==> src/rtl/mem_ctrl_pkg.sv <==
// Shared constants, state encoding and small helpers for the byte-serial memory controller.
package mem_ctrl_pkg;

    localparam logic [6:0] LD_TYPE = 7'b0000011;
    localparam logic [6:0] ST_TYPE = 7'b0100011;

    localparam logic [2:0] F3_B  = 3'd0;
    localparam logic [2:0] F3_H  = 3'd1;
    localparam logic [2:0] F3_W  = 3'd2;
    localparam logic [2:0] F3_BU = 3'd4;
    localparam logic [2:0] F3_HU = 3'd5;

    typedef enum logic [2:0] {
        MC_IDLE,
        MC_LOAD,
        MC_STORE,
        MC_FETCH,
        MC_DONE
    } mc_state_e;

    // Transfer length in bytes from the low two funct3 bits.
    function automatic logic [2:0] nbytes(input logic [1:0] f3_lo);
        case (f3_lo)
            2'b00:   return 3'd1;
            2'b01:   return 3'd2;
            default: return 3'd4;
        endcase
    endfunction

    function automatic logic is_io(input logic [1:0] sel);
        return sel == 2'b11;
    endfunction

endpackage

==> src/rtl/mem_ctrl_ext.sv <==
// Load-result extension: picks the low byte/half of the assembled word and sign/zero extends it.
module mem_ctrl_ext
    import mem_ctrl_pkg::*;
(
    input  logic [2:0]  op_i,
    input  logic [31:0] raw_i,
    output logic [31:0] val_o
);

    always_comb begin
        val_o = raw_i;
        case (op_i)
            F3_B:    val_o = {{24{raw_i[7]}}, raw_i[7:0]};
            F3_H:    val_o = {{16{raw_i[15]}}, raw_i[15:0]};
            F3_BU:   val_o = {24'd0, raw_i[7:0]};
            F3_HU:   val_o = {16'd0, raw_i[15:0]};
            F3_W:    val_o = raw_i;
            default: val_o = raw_i;
        endcase
    end

endmodule

==> src/rtl/mem_ctrl.sv <==
// Single-port byte-bus memory controller arbitrating LSB loads/stores and instruction fetch.
module mem_ctrl
    import mem_ctrl_pkg::*;
#(
    parameter int IO_SEL_HI = 17,
    parameter bit LSB_FIRST = 1'b1
) (
    input  logic        clk_in,
    input  logic        rst_n_in,
    input  logic        rdy_in,
    input  logic        rob_clear_up,
    input  logic        lsb_visit_mem,
    input  logic [6:0]  op_type_in,
    input  logic [2:0]  op_in,
    input  logic [31:0] addr_in,
    input  logic [31:0] store_val_in,
    output logic        cache_welcome_signal,
    output logic        cache_ready,
    output logic        is_load,
    output logic [31:0] load_val_out,
    input  logic        if_req,
    input  logic [31:0] if_addr,
    output logic        if_ready,
    output logic [31:0] if_inst,
    input  logic [7:0]  mem_din,
    output logic [7:0]  mem_dout,
    output logic [31:0] mem_a,
    output logic        mem_wr,
    input  logic        io_buffer_full
);

    mc_state_e   state_q, state_d;
    logic [2:0]  cnt_q, cnt_d, len_q, len_d, op_q, op_d;
    logic [31:0] addr_q, addr_d, wdata_q, wdata_d, raw_q, raw_d;
    logic [31:0] lval_q, lval_d, inst_q, inst_d;
    logic        flush_q, flush_d, welcome_q, welcome_d;
    logic        cready_q, cready_d, isld_q, isld_d, iready_q, iready_d;
    logic [31:0] cur_a, ext_val;
    logic [1:0]  bidx;
    logic        rd_phase, io_stall, lsb_go;

    assign cur_a    = addr_q + {29'd0, cnt_q};
    assign rd_phase = (state_q == MC_LOAD) || (state_q == MC_FETCH);
    assign io_stall = is_io(cur_a[IO_SEL_HI:IO_SEL_HI-1]) && io_buffer_full;
    assign bidx     = cnt_q[1:0] - 2'd1;
    assign lsb_go   = lsb_visit_mem && (op_type_in == LD_TYPE || op_type_in == ST_TYPE)
                      && (LSB_FIRST || !if_req);

    // The read address is dropped in the final sample cycle so no stray IO read is issued.
    assign mem_a    = (state_q == MC_STORE || (rd_phase && cnt_q != len_q)) ? cur_a : 32'd0;
    assign mem_dout = (state_q == MC_STORE) ? wdata_q[{cnt_q[1:0], 3'b000} +: 8] : 8'd0;
    assign mem_wr   = (state_q == MC_STORE) && !io_stall && rdy_in;

    assign cache_welcome_signal = welcome_q;
    assign cache_ready          = cready_q;
    assign is_load              = isld_q;
    assign load_val_out         = lval_q;
    assign if_ready             = iready_q;
    assign if_inst              = inst_q;

    // Byte k-1 lands one cycle after its address, i.e. while the counter reads k.
    always_comb begin
        raw_d = raw_q;
        if (rd_phase && cnt_q != 3'd0) raw_d[{bidx, 3'b000} +: 8] = mem_din;
    end

    mem_ctrl_ext u_ext (
        .op_i  (op_q),
        .raw_i (raw_d),
        .val_o (ext_val)
    );

    always_comb begin
        state_d  = state_q;
        cnt_d    = cnt_q;
        len_d    = len_q;
        op_d     = op_q;
        addr_d   = addr_q;
        wdata_d  = wdata_q;
        flush_d  = flush_q;
        cready_d = 1'b0;
        iready_d = 1'b0;
        isld_d   = isld_q;
        lval_d   = lval_q;
        inst_d   = inst_q;
        case (state_q)
            MC_IDLE: begin
                if (!rob_clear_up) begin
                    if (lsb_go) begin
                        addr_d  = addr_in;
                        op_d    = op_in;
                        wdata_d = store_val_in;
                        len_d   = nbytes(op_in[1:0]);
                        cnt_d   = 3'd0;
                        flush_d = 1'b0;
                        state_d = (op_type_in == ST_TYPE) ? MC_STORE : MC_LOAD;
                    end else if (if_req) begin
                        addr_d  = if_addr;
                        len_d   = 3'd4;
                        cnt_d   = 3'd0;
                        state_d = MC_FETCH;
                    end
                end
            end
            MC_LOAD, MC_FETCH: begin
                if (rob_clear_up) begin
                    state_d = MC_IDLE;
                    cnt_d   = 3'd0;
                end else if (cnt_q == len_q) begin
                    state_d = MC_DONE;
                    cnt_d   = 3'd0;
                    if (state_q == MC_LOAD) begin
                        cready_d = 1'b1;
                        isld_d   = 1'b1;
                        lval_d   = ext_val;
                    end else begin
                        iready_d = 1'b1;
                        inst_d   = raw_d;
                    end
                end else begin
                    cnt_d = cnt_q + 3'd1;
                end
            end
            MC_STORE: begin
                // A flushed store still commits every byte; only its completion pulse is dropped.
                if (rob_clear_up) flush_d = 1'b1;
                if (!io_stall) begin
                    if (cnt_q == len_q - 3'd1) begin
                        state_d = MC_DONE;
                        cnt_d   = 3'd0;
                        if (!(flush_q || rob_clear_up)) begin
                            cready_d = 1'b1;
                            isld_d   = 1'b0;
                        end
                    end else begin
                        cnt_d = cnt_q + 3'd1;
                    end
                end
            end
            MC_DONE:  state_d = MC_IDLE;
            default:  state_d = MC_IDLE;
        endcase
        welcome_d = (state_d == MC_IDLE) && !cready_d;
    end

    always_ff @(posedge clk_in or negedge rst_n_in) begin
        if (!rst_n_in) begin
            state_q   <= MC_IDLE;
            cnt_q     <= 3'd0;
            len_q     <= 3'd0;
            op_q      <= 3'd0;
            addr_q    <= 32'd0;
            wdata_q   <= 32'd0;
            raw_q     <= 32'd0;
            flush_q   <= 1'b0;
            welcome_q <= 1'b0;
            cready_q  <= 1'b0;
            isld_q    <= 1'b0;
            iready_q  <= 1'b0;
            lval_q    <= 32'd0;
            inst_q    <= 32'd0;
        end else if (rdy_in) begin
            state_q   <= state_d;
            cnt_q     <= cnt_d;
            len_q     <= len_d;
            op_q      <= op_d;
            addr_q    <= addr_d;
            wdata_q   <= wdata_d;
            raw_q     <= raw_d;
            flush_q   <= flush_d;
            welcome_q <= welcome_d;
            cready_q  <= cready_d;
            isld_q    <= isld_d;
            iready_q  <= iready_d;
            lval_q    <= lval_d;
            inst_q    <= inst_d;
        end
    end

endmodule
==> config.mk <==
export PLATFORM = sky130hd
export DESIGN_NAME = mem_ctrl
export DESIGN_NICKNAME = d
export VERILOG_FILES = /design/src/rtl/mem_ctrl_pkg.sv /design/src/rtl/mem_ctrl_ext.sv /design/src/rtl/mem_ctrl.sv
export SDC_FILE = /design/constraint.sdc
export NUM_CORES = 1
export LEC_CHECK = 0
export ABC_AREA = 1
export BUFFER_PORTS_ARGS = -buffer_cell sky130_fd_sc_hd__clkbuf_2
export CORE_ASPECT_RATIO = 0.8
export CORE_UTILIZATION = 51
export DETAILED_ROUTE_END_ITERATION = 10
export MAX_ROUTING_LAYER = met4
export PLACE_DENSITY = 0.88
export SLEW_MARGIN = 20
export SYNTH_ARGS = -nofsm -noshare
export SYNTH_HDL_FRONTEND = slang
export SYNTH_SLANG_ARGS = --single-unit
==> constraint.sdc <==
create_clock -name clk_in -period 3.69 [get_ports clk_in]
set_input_delay 0.369 -clock clk_in [delete_from_list [all_inputs] [get_ports clk_in]]
set_output_delay 0.369 -clock clk_in [all_outputs]
set_load 0.01 [all_outputs]
**After elaboration in Yosys (flattened, before gate mapping)**

Cells that the tools add are included.

- Add/subtract/negate cells: 5
- Equal/unequal tests: 23
- Shifts and indexed selects: 3
- Multiplexer cells: 49
- Bitwise logic cells: 2
- Reduce and logical (&&, ||, !) cells: 30

Operators by type and width:

| operator | count |
|---|---|
| 32-bit 2-to-1 mux | 4 |
| 32-bit one-hot mux with 4 select lines | 1 |
| 3-bit 2-to-1 mux | 16 |
| 32-bit by 3-bit adder with 32-bit output | 1 |
| 32-bit bitwise mux | 1 |
| 8-bit by 7-bit variable shift with 32-bit output (first input constant) | 1 |
| 32-bit by 6-bit indexed part select with 8-bit output | 1 |
| 8-bit by 7-bit indexed part select with 32-bit output | 1 |
| 5-bit AND reduction | 4 |
| 1-bit 2-to-1 mux | 19 |
| 3-bit one-hot mux with 3 select lines | 2 |
| 2-bit inequality test (second input constant) | 8 |
| 3-bit logical NOT | 3 |
| 8-bit 2-to-1 mux | 1 |
| 4-bit AND reduction | 2 |
| 8-bit AND reduction | 1 |
| 7-bit by 2-bit == test with 1-bit output (second input constant) | 1 |
| 7-bit by 6-bit == test with 1-bit output (second input constant) | 1 |
| 1-bit logical AND | 7 |
| 5-bit negation with 7-bit output | 1 |
| 3-bit by 1-bit == test with 1-bit output (second input constant) | 2 |
| 3-bit by 2-bit == test with 1-bit output (second input constant) | 2 |
| 3-bit == test | 2 |
| 3-bit == test (second input constant) | 2 |
| other kinds (18) | 28 |

- Register bits: 177
- Input bits: 121
- Output and inout bits: 109
- Word-level logic and storage cells: 126

**Depth between registers and ports, before layout**

Gate-level depths: netlist (run 1).

- Word-level depth: 8
- Gate-level depth with buffers: 16
- Gate-level depth less buffers: 15

**Hierarchy**

A second synthesis (run 1) with hierarchy kept.

- Cells, all modules: 1235
- Area total of the unflattened synthesis: 9475.3 µm²

Modules (own cells, without submodules):

| module | times used | cells an instance | area an instance (µm²) | sequential area each (µm²) |
|---|---|---|---|---|
| mem_ctrl | 1 | 1165 | 9086.2 | 4429.2 |
| mem_ctrl_ext | 1 | 70 | 389.1 | 0.0 |

**Worst setup path before layout (run 1)**

No wires, ideal clock.

- Kind: reg-to-output
- From: register cnt_q[1]
- To: output port mem_a[22]
- Arrival: 2.743 ns
- Required time: 3.321 ns
- Setup slack: 0.578 ns
- Stages on the path, launching flop included: 15
- Buffers on the path: 1
- Cell sequence: dfrtp_1 > clkbuf_1 > clkinv_1 > fa_1 > inv_1 > nand3_1 > nand2_1 > inv_1 > nor2_1 > nand2_1 > inv_1 > nand2_1 > nor2_1 > nand2_1 > a21oi_1

- Cells in the longest elaborated chain, start to end: 4
- Elaborated cells between the ends (all ways): 5
- Those cells by class: add/sub: 1; eq/ne: 1; mux: 1; reduce/logical: 2

Ends and longest elaborated chain:

| item | line | text |
|---|---|---|
| from (decl) | mem_ctrl.sv:33 | `logic [2:0] cnt_q, cnt_d, len_q, len_d, op_q, op_d;` |
| from (signal assigned) | mem_ctrl.sv:164 | `cnt_q <= cnt_d;` |
| parallel branches: the longest is 3 deep, another holds 32-bit by 3-bit adder with 32-bit output | -- |  |
| 32-bit 2-to-1 mux * | mem_ctrl.sv:50 | `assign mem_a = (state_q == MC_STORE \|\| (rd_phase && cnt_q != len_q)) ? cur_a : 32'd0;` |
| to (decl) | mem_ctrl.sv:27 | `output logic [31:0] mem_a,` |

Mark *: on every way between the ends.

**Final worst setup path (run 1)**

- From: register state_q[0]
- To: output port mem_a[8]

- Cells in the longest elaborated chain, start to end: 5
- Elaborated cells between the ends (all ways): 7
- Those cells by class: eq/ne: 3; mux: 1; reduce/logical: 3

Ends and longest elaborated chain:

| item | line | text |
|---|---|---|
| from (decl) | mem_ctrl.sv:32 | `mc_state_e state_q, state_d;` |
| from (signal assigned) | mem_ctrl.sv:163 | `state_q <= state_d;` |
| 3-bit by 1-bit == test with 1-bit output / 3-bit by 2-bit == test with 1-bit output (equally long branches) | mem_ctrl.sv:43 | `assign rd_phase = (state_q == MC_LOAD) \|\| (state_q == MC_FETCH);` |
| 1-bit logical OR | mem_ctrl.sv:43 |  |
| 1-bit logical AND | mem_ctrl.sv:50 |  |
| 1-bit logical OR * | mem_ctrl.sv:50 |  |
| 32-bit 2-to-1 mux * | mem_ctrl.sv:50 |  |

Every way passes the cells marked *; elsewhere a longest branch is shown, timed or not.

==> results of run 1 <==
## what timing repair did
item | in CTS | in global routing
setup endpoints to repair | 0 | 1
endpoints found under the hold margin | 0 | 0
gates resized for setup | 0 | 0
## kinds of logic after synthesis
kind of cell / Yosys count
simple gates: 658
compound gates: 218
flops: 177
buf+inv: 155
xor+xnor: 13
fa+ha+maj: 11
## cells in the final DEF (no fill, tap or decap), types with 4 or more instances in the layout
master and instances:
clkbuf_16 17, inv_2 8, nand2_2 4, inv_1 90, a21oi_1 38, a2bb2oi_1 7
o22a_1 9, nor2_1 138, buf_4 10, dfrtp_1 177, xnor2_1 6, nand3_1 63
nand2_1 399, nand4_1 16, nor3_1 19, clkbuf_2 228, xor2_1 7, ha_1 10
a31oi_1 34, o21ai_0 115
## worst max-delay path, delay by kind of cell (launching register included)
kind                   cells  cell delay [ns]
and+or+nand+nor            3             0.81
AOI/OAI and AO/OA          1             0.39
buffers and inverters      4             1.05
DFF                        1             0.41
## layer usage
layer / track usage (%) / vias up
met5: - / -
met1: 39.3 / 4209
li1: - / 4405
met2: 45.0 / 417
met3: 5.76 / 59
met4: 10.6 / 0
## registers in the layout (all words and copies together), names as in the netlist
| name | count |
|---|---|
| is_load | 1 |
| if_inst | 32 |
| op_q | 3 |
| addr_q | 32 |
| raw_q | 32 |
| flush_q | 1 |
| cache_welcome_signal | 1 |
| wdata_q | 32 |
| cnt_q | 3 |
| cache_ready | 1 |
| state_q | 3 |
| if_ready | 1 |
| len_q | 3 |
| load_val_out | 32 |
## cell type report
cell class / instances / area (um2) / share of cell area [%]
clock buffers: 19 / 433 / 3.86
clock inverters: 13 / 150 / 1.34
inverters: 99 / 372 / 3.32
multi-input cells: 900 / 4270 / 38.1
flip-flops and latches: 177 / 4430 / 39.5
well taps: 225 / 282 / 2.51
repair buffers: 241 / 1270 / 11.3
## where the power goes
group / leakage (uW) / total [uW] / switching, uW / internal (uW)
Clock: 0.000278 / 1820 / 812 / 1010
Sequential: 0.00234 / 2720 / 383 / 2340
Combinational: 0.00323 / 2410 / 1550 / 863
## worst min path at each step
stage                     start           to  slack (ns)  cells after the start
global route           rst_n_in  if_inst[12]        0.11                      1
detailed placement  wdata_q[30]  wdata_q[30]        0.46                      2
CTS                    rst_n_in  if_inst[12]        0.08                      1
global placement    wdata_q[15]  wdata_q[15]        0.45                      2
finish                 rst_n_in  if_inst[12]        0.03                      1
floorplan              rst_n_in    addr_q[0]        0.07                      0
## through the flow
stage	power (uW)	worst slack (ns)	hold WS (ns)	util (%)	TNS (ns)
after floorplan	4240	0.578	0.0734	-	0
after global placement	5060	0.797	0.451	60.4	0
after detailed placement	5120	0.744	0.455	60.4	0
after CTS	6940	0.289	0.0793	63.7	0
after global routing	7400	-0.00852	0.113	63.7	-0.00852
final	6960	0.212	0.0261	63.7	0
==> impl_metrics.json, run 1 <==
{
  "fp.dieW_um": 153,
  "synth_ff_type": "dfrtp_1",
  "path_clk_slew_ns": 0.07,
  "ys_warn_count": 0,
  "firstDrtPassIters": 6,
  "syn_avg_cell_area_um2": 7.55,
  "synth_edf_count": 0,
  "dp_cells": 1642,
  "grt_pass1_vias": 8510,
  "io_pins": 230,
  "synth_top_family_by_area": "simple AND/OR/NAND/NOR gates",
  "synthTopCellsByArea": "dfrtp_1, nand2_1, o21ai_0, nor2_1, inv_1",
  "fin_nets": 1568,
  "insertion_delay_ns": 0.44,
  "synth-simple-area-share_pct": 29.7,
  "leakagePower_uw": 0.00585,
  "startpoint": "state_q[0]",
  "top_layer_used": "met4",
  "critPathCaptureType": "primary output",
  "fmax_mhz": 287,
  "critPathKind": "flip-flop to primary output",
  "routabilityCongestion": 0.937,
  "wl_met1_mm": 11.8,
  "timing.rr.end": "load_val_out[20]",
  "critical-path-max-stage-delay_ns": 0.44,
  "yosysUniqueCellTypes": 46,
  "portBuffers": 229,
  "crit-reg2reg-launch": "cnt_q[0]",
  "crit_chain": "inv_1 > nand2_1 > nor2_1 > inv_1 > nand2_1 > inv_1 > a211oi_1 > clkbuf_2",
  "grt_max_degree": 102,
  "cts_buffers": 17,
  "ant_nets": 0,
  "synthAdderAreaFrac_pct": 1.56,
  "antenna_found_initial": 0,
  "clock_path_buffers": 2,
  "skew_ns": 0.0102,
  "drive_gt1_share_pct": 20.9,
  "drt-initial-drc-count": 820,
  "finalSetupViolCount": 0,
  "synthMostInstantiatedCell": "nand2_1",
  "drcViolationCount": 0,
  "diodes": 0,
  "syn_nets": 1364,
  "fp.dieArea_um2": 18800,
  "wl_per_cell_um": 15.5,
  "reg2reg_depth": 11,
  "vdd_drop_max_mv": 0.398,
  "hold_violations": 0,
  "crit_arrival_ns": 3.11,
  "clockRootBuffer": "clkbuf_16",
  "viasPerCell": 5.43,
  "post-route-min-period_ns": 3.48,
  "slew_headroom_pct": 37.9,
  "fin_area_um2": 11200,
  "fin_cells": 1674,
  "synth_top_area_share_pct": 47.6,
  "tritoncts": "built",
  "worst_path_max_delay_cell": "nand2_1",
  "wl_met2_mm": 11.8,
  "dpl_cell_area_um2": 10600,
  "yosys-mux-area-fraction_pct": 0,
  "holdBufCountCts": 0,
  "reg2reg_slack_ns": 0.61,
  "synth_xor_area_share_pct": 1.22,
  "postSynthCellCount": 1232,
  "fin_crit_sh_pct": 94.3,
  "ys_ff_latch": 177,
  "synth_compound_area_share_pct": 13.2,
  "cts.sinks": 177,
  "power_density_nw_per_um2": 621,
  "fillCellCount": 1530,
  "initial_core_util_pct": 52.9,
  "crit_end": "mem_a[8]",
  "syn2layout_area_growth_pct": 20.4,
  "async_flop_share_pct": 100,
  "dr_wl_met3_mm": 1.78,
  "cap_violations": 0,
  "cp_common_cell": "inv_1",
  "slew_viol_final": 0,
  "cts_setup_buffers": 0,
  "path_max_fanout": 21,
  "syn_area_um2": 9300,
  "grt_pass1_wl_mm": 42.0,
  "vias": 9090,
  "die_y_um": 123,
  "ys_top_cells_by_count": "nand2_1, dfrtp_1, nor2_1, o21ai_0, inv_1",
  "dp_hpwl_mm": 18.8,
  "rsz0062_at_grt": "yes",
  "synth_seq_area_share_pct": 47.6,
  "htreeDepth": 4,
  "track_usage_pct": 29.4,
  "post-synth-top-area-cell": "dfrtp_1",
  "tightestPinTransition_ns": 0.931,
  "crit_required_ns": 3.32,
  "core_um2": 17600,
  "core.rowCount": 43,
  "outcome": "finished clean",
  "drt-total-wl_mm": 26.0,
  "overflow": 0,
  "worst_setup_path_start_kind": "flip-flop",
  "hold_path_class": "primary input to async pin"
}
Power figures use the tool's default switching activity.
==> run 2: changes to the inputs <==
--- a/config.mk
+++ b/config.mk
@@ -12,6 +12,7 @@
 export DETAILED_ROUTE_END_ITERATION = 10
 export MAX_ROUTING_LAYER = met4
 export PLACE_DENSITY = 0.88
+export SETUP_SLACK_MARGIN = 0.3
 export SLEW_MARGIN = 20
 export SYNTH_ARGS = -nofsm -noshare
 export SYNTH_HDL_FRONTEND = slang
==> impl_metrics.json, run 2 (synthesized netlist as in run 1, its figures left out) <==
{
  "outcome": "finished clean",
  "tritoncts": "built",
  "clockRootBuffer": "clkbuf_16",
  "crit_required_ns": 3.32,
  "grt_max_degree": 102,
  "final_common_cell": "nand2_1",
  "skew_ns": 0.0111,
  "finalSetupViolCount": 0,
  "crit-reg2reg-launch": "cnt_q[0]",
  "htreeDepth": 4,
  "rsz0062_at_grt": "yes",
  "dp_hpwl_mm": 18.8,
  "fillCellCount": 1521,
  "routabilityCongestion": 0.937,
  "fin_nets": 1569,
  "grt_pass1_wl_mm": 42.1,
  "core.rowCount": 43,
  "timing.setup.tns_ns": 0,
  "clock_path_buffers": 2,
  "io_pins": 230,
  "fp.dieArea_um2": 18800,
  "die_y_um": 123,
  "syn2layout_area_growth_pct": 20.8,
  "cap_violations": 0,
  "hold_violations": 0,
  "track_usage_pct": 29.5,
  "critPathKind": "flip-flop to primary output",
  "viasPerCell": 5.40,
  "drive_gt1_share_pct": 21.3,
  "critPathCaptureType": "primary output",
  "seq_area_um2": 4430,
  "initial_core_util_pct": 52.9,
  "cts.sinks": 177,
  "slew_headroom_pct": 38.0,
  "drcViolationCount": 0,
  "slew_viol_final": 0,
  "core_um2": 17600,
  "cts_buffers": 17,
  "worst_setup_path_start_kind": "flip-flop",
  "path_clk_slew_ns": 0.07,
  "insertion_delay_ns": 0.44,
  "fin_util_pct": 63.9,
  "vias": 9051,
  "holdBufCountCts": 0,
  "drt-initial-drc-count": 798,
  "reg2reg_slack_ns": 0.62,
  "grt_pass1_vias": 8504,
  "tightestPinTransition_ns": 0.929,
  "firstDrtPassIters": 5,
  "crit_arrival_ns": 2.83,
  "reg2reg_depth": 11,
  "timing.rr.end": "load_val_out[20]",
  "power_density_nw_per_um2": 622,
  "vdd_drop_max_mv": 0.399,
  "fp.dieW_um": 153,
  "ant_nets": 0,
  "wl_per_cell_um": 15.6,
  "diodes": 0,
  "overflow": 0,
  "multi_input_area_um2": 4290,
  "hold_path_class": "primary input to async pin",
  "leakagePower_uw": 0.00585,
  "fmax_mhz": 313,
  "path_max_fanout": 5,
  "final_cell_mix": "nand2_1, clkbuf_2, dfrtp_1, nor2_1, o21ai_0",
  "drt-total-wl_mm": 26.1,
  "fin_crit_sh_pct": 86.6,
  "antenna_found_initial": 0,
  "post-route-min-period_ns": 3.20,
  "portBuffers": 229
}
==> run 2: cell types whose count changed in the layout (fill, tap and decap cells not counted) <==
cell,previous run,this run
nand2_1,399,398
nand2_4,1,2
nor2_1,138,135
nor2_4,3,5
nor2_2,1,2
inv_1,90,89
clkinvlp_4,3,5
==> run 2: metrics by stage <==
| stage | instances | total power (uW) | instance area, um2 | setup WS (ns) | hold slack [ns] |
|---|---|---|---|---|---|
| 3_5_place_dp | 1642 | 5120 | 10600 | 0.744 | 0.455 |
| 3_3_place_gp | 1642 | 5060 | 10600 | 0.797 | 0.451 |
| 2_1_floorplan | 1232 | 4240 | 9300 | 0.578 | 0.0734 |
| 5_1_grt | 1675 | 7430 | 11200 | 0.282 | 0.113 |
| 6_report | 1675 | 6990 | 11200 | 0.493 | 0.0345 |
| 4_1_cts | 1675 | 6960 | 11200 | 0.301 | 0.0793 |
==> run 2: cell type report <==
class	instances	share of cell area, %
tap	225	2.51
clock inverter	13	1.34
clock buffer	19	3.85
sequential	177	39.4
multi-input combinational	900	38.2
timing repair buffer	241	11.3
timing repair inverter	1	0.0668
inverter	99	3.34
==> run 2: critical path, cell delays in order (launching register included) <==
cell and delay, ns:
dfrtp_1 0.36, ha_1 0.20, inv_1 0.07, fa_1 0.38, inv_1 0.09, nand3_1 0.07, nand2_1 0.10, inv_1 0.10
nor2_4 0.14, nand2_1 0.07, inv_1 0.07, nand2_1 0.14, nor2_4 0.16, nand2_1 0.08, o21ai_0 0.16, a21oi_1 0.06
clkbuf_2 0.13
==> run 2: routing by layer <==
metal | track usage (%) | share of wire, % | wire length (um) | vias to the layer above
li1 | - | - | - | 4408
met1 | 39.5 | 45 | 11600 | 4160
met2 | 45.2 | 46 | 11900 | 428
met3 | 5.83 | 7.4 | 1920 | 55
met4 | 10.2 | 2.2 | 587 | 0
met5 | - | 0 | 0 | -
==> run 2: where the power goes <==
group / internal (uW) / switching (uW) / leakage [uW] / total [uW]
registers: 2340 / 383 / 0.00234 / 2720
logic: 871 / 1570 / 0.00322 / 2440
clock network: 1010 / 812 / 0.000278 / 1820
==> run 2: what timing repair did <==
action,4_1_cts,5_1_grt
resized for setup,2,7
gates cloned,1,0
setup endpoints to repair,2,18
buffers inserted,0,0
==> run 2: worst max-delay path by stage <==
stage          startpoint               end  slack, ns  depth (start not counted)
2_1_floorplan    cnt_q[1]         mem_a[22]       0.58                         14
3_3_place_gp   state_q[0]          mem_a[8]       0.80                          8
3_5_place_dp     cnt_q[0]  load_val_out[20]       0.74                         13
4_1_cts         addr_q[0]         mem_a[22]       0.30                         16
5_1_grt         addr_q[0]         mem_a[22]       0.28                         16
6_report        addr_q[0]         mem_a[22]       0.49                         16
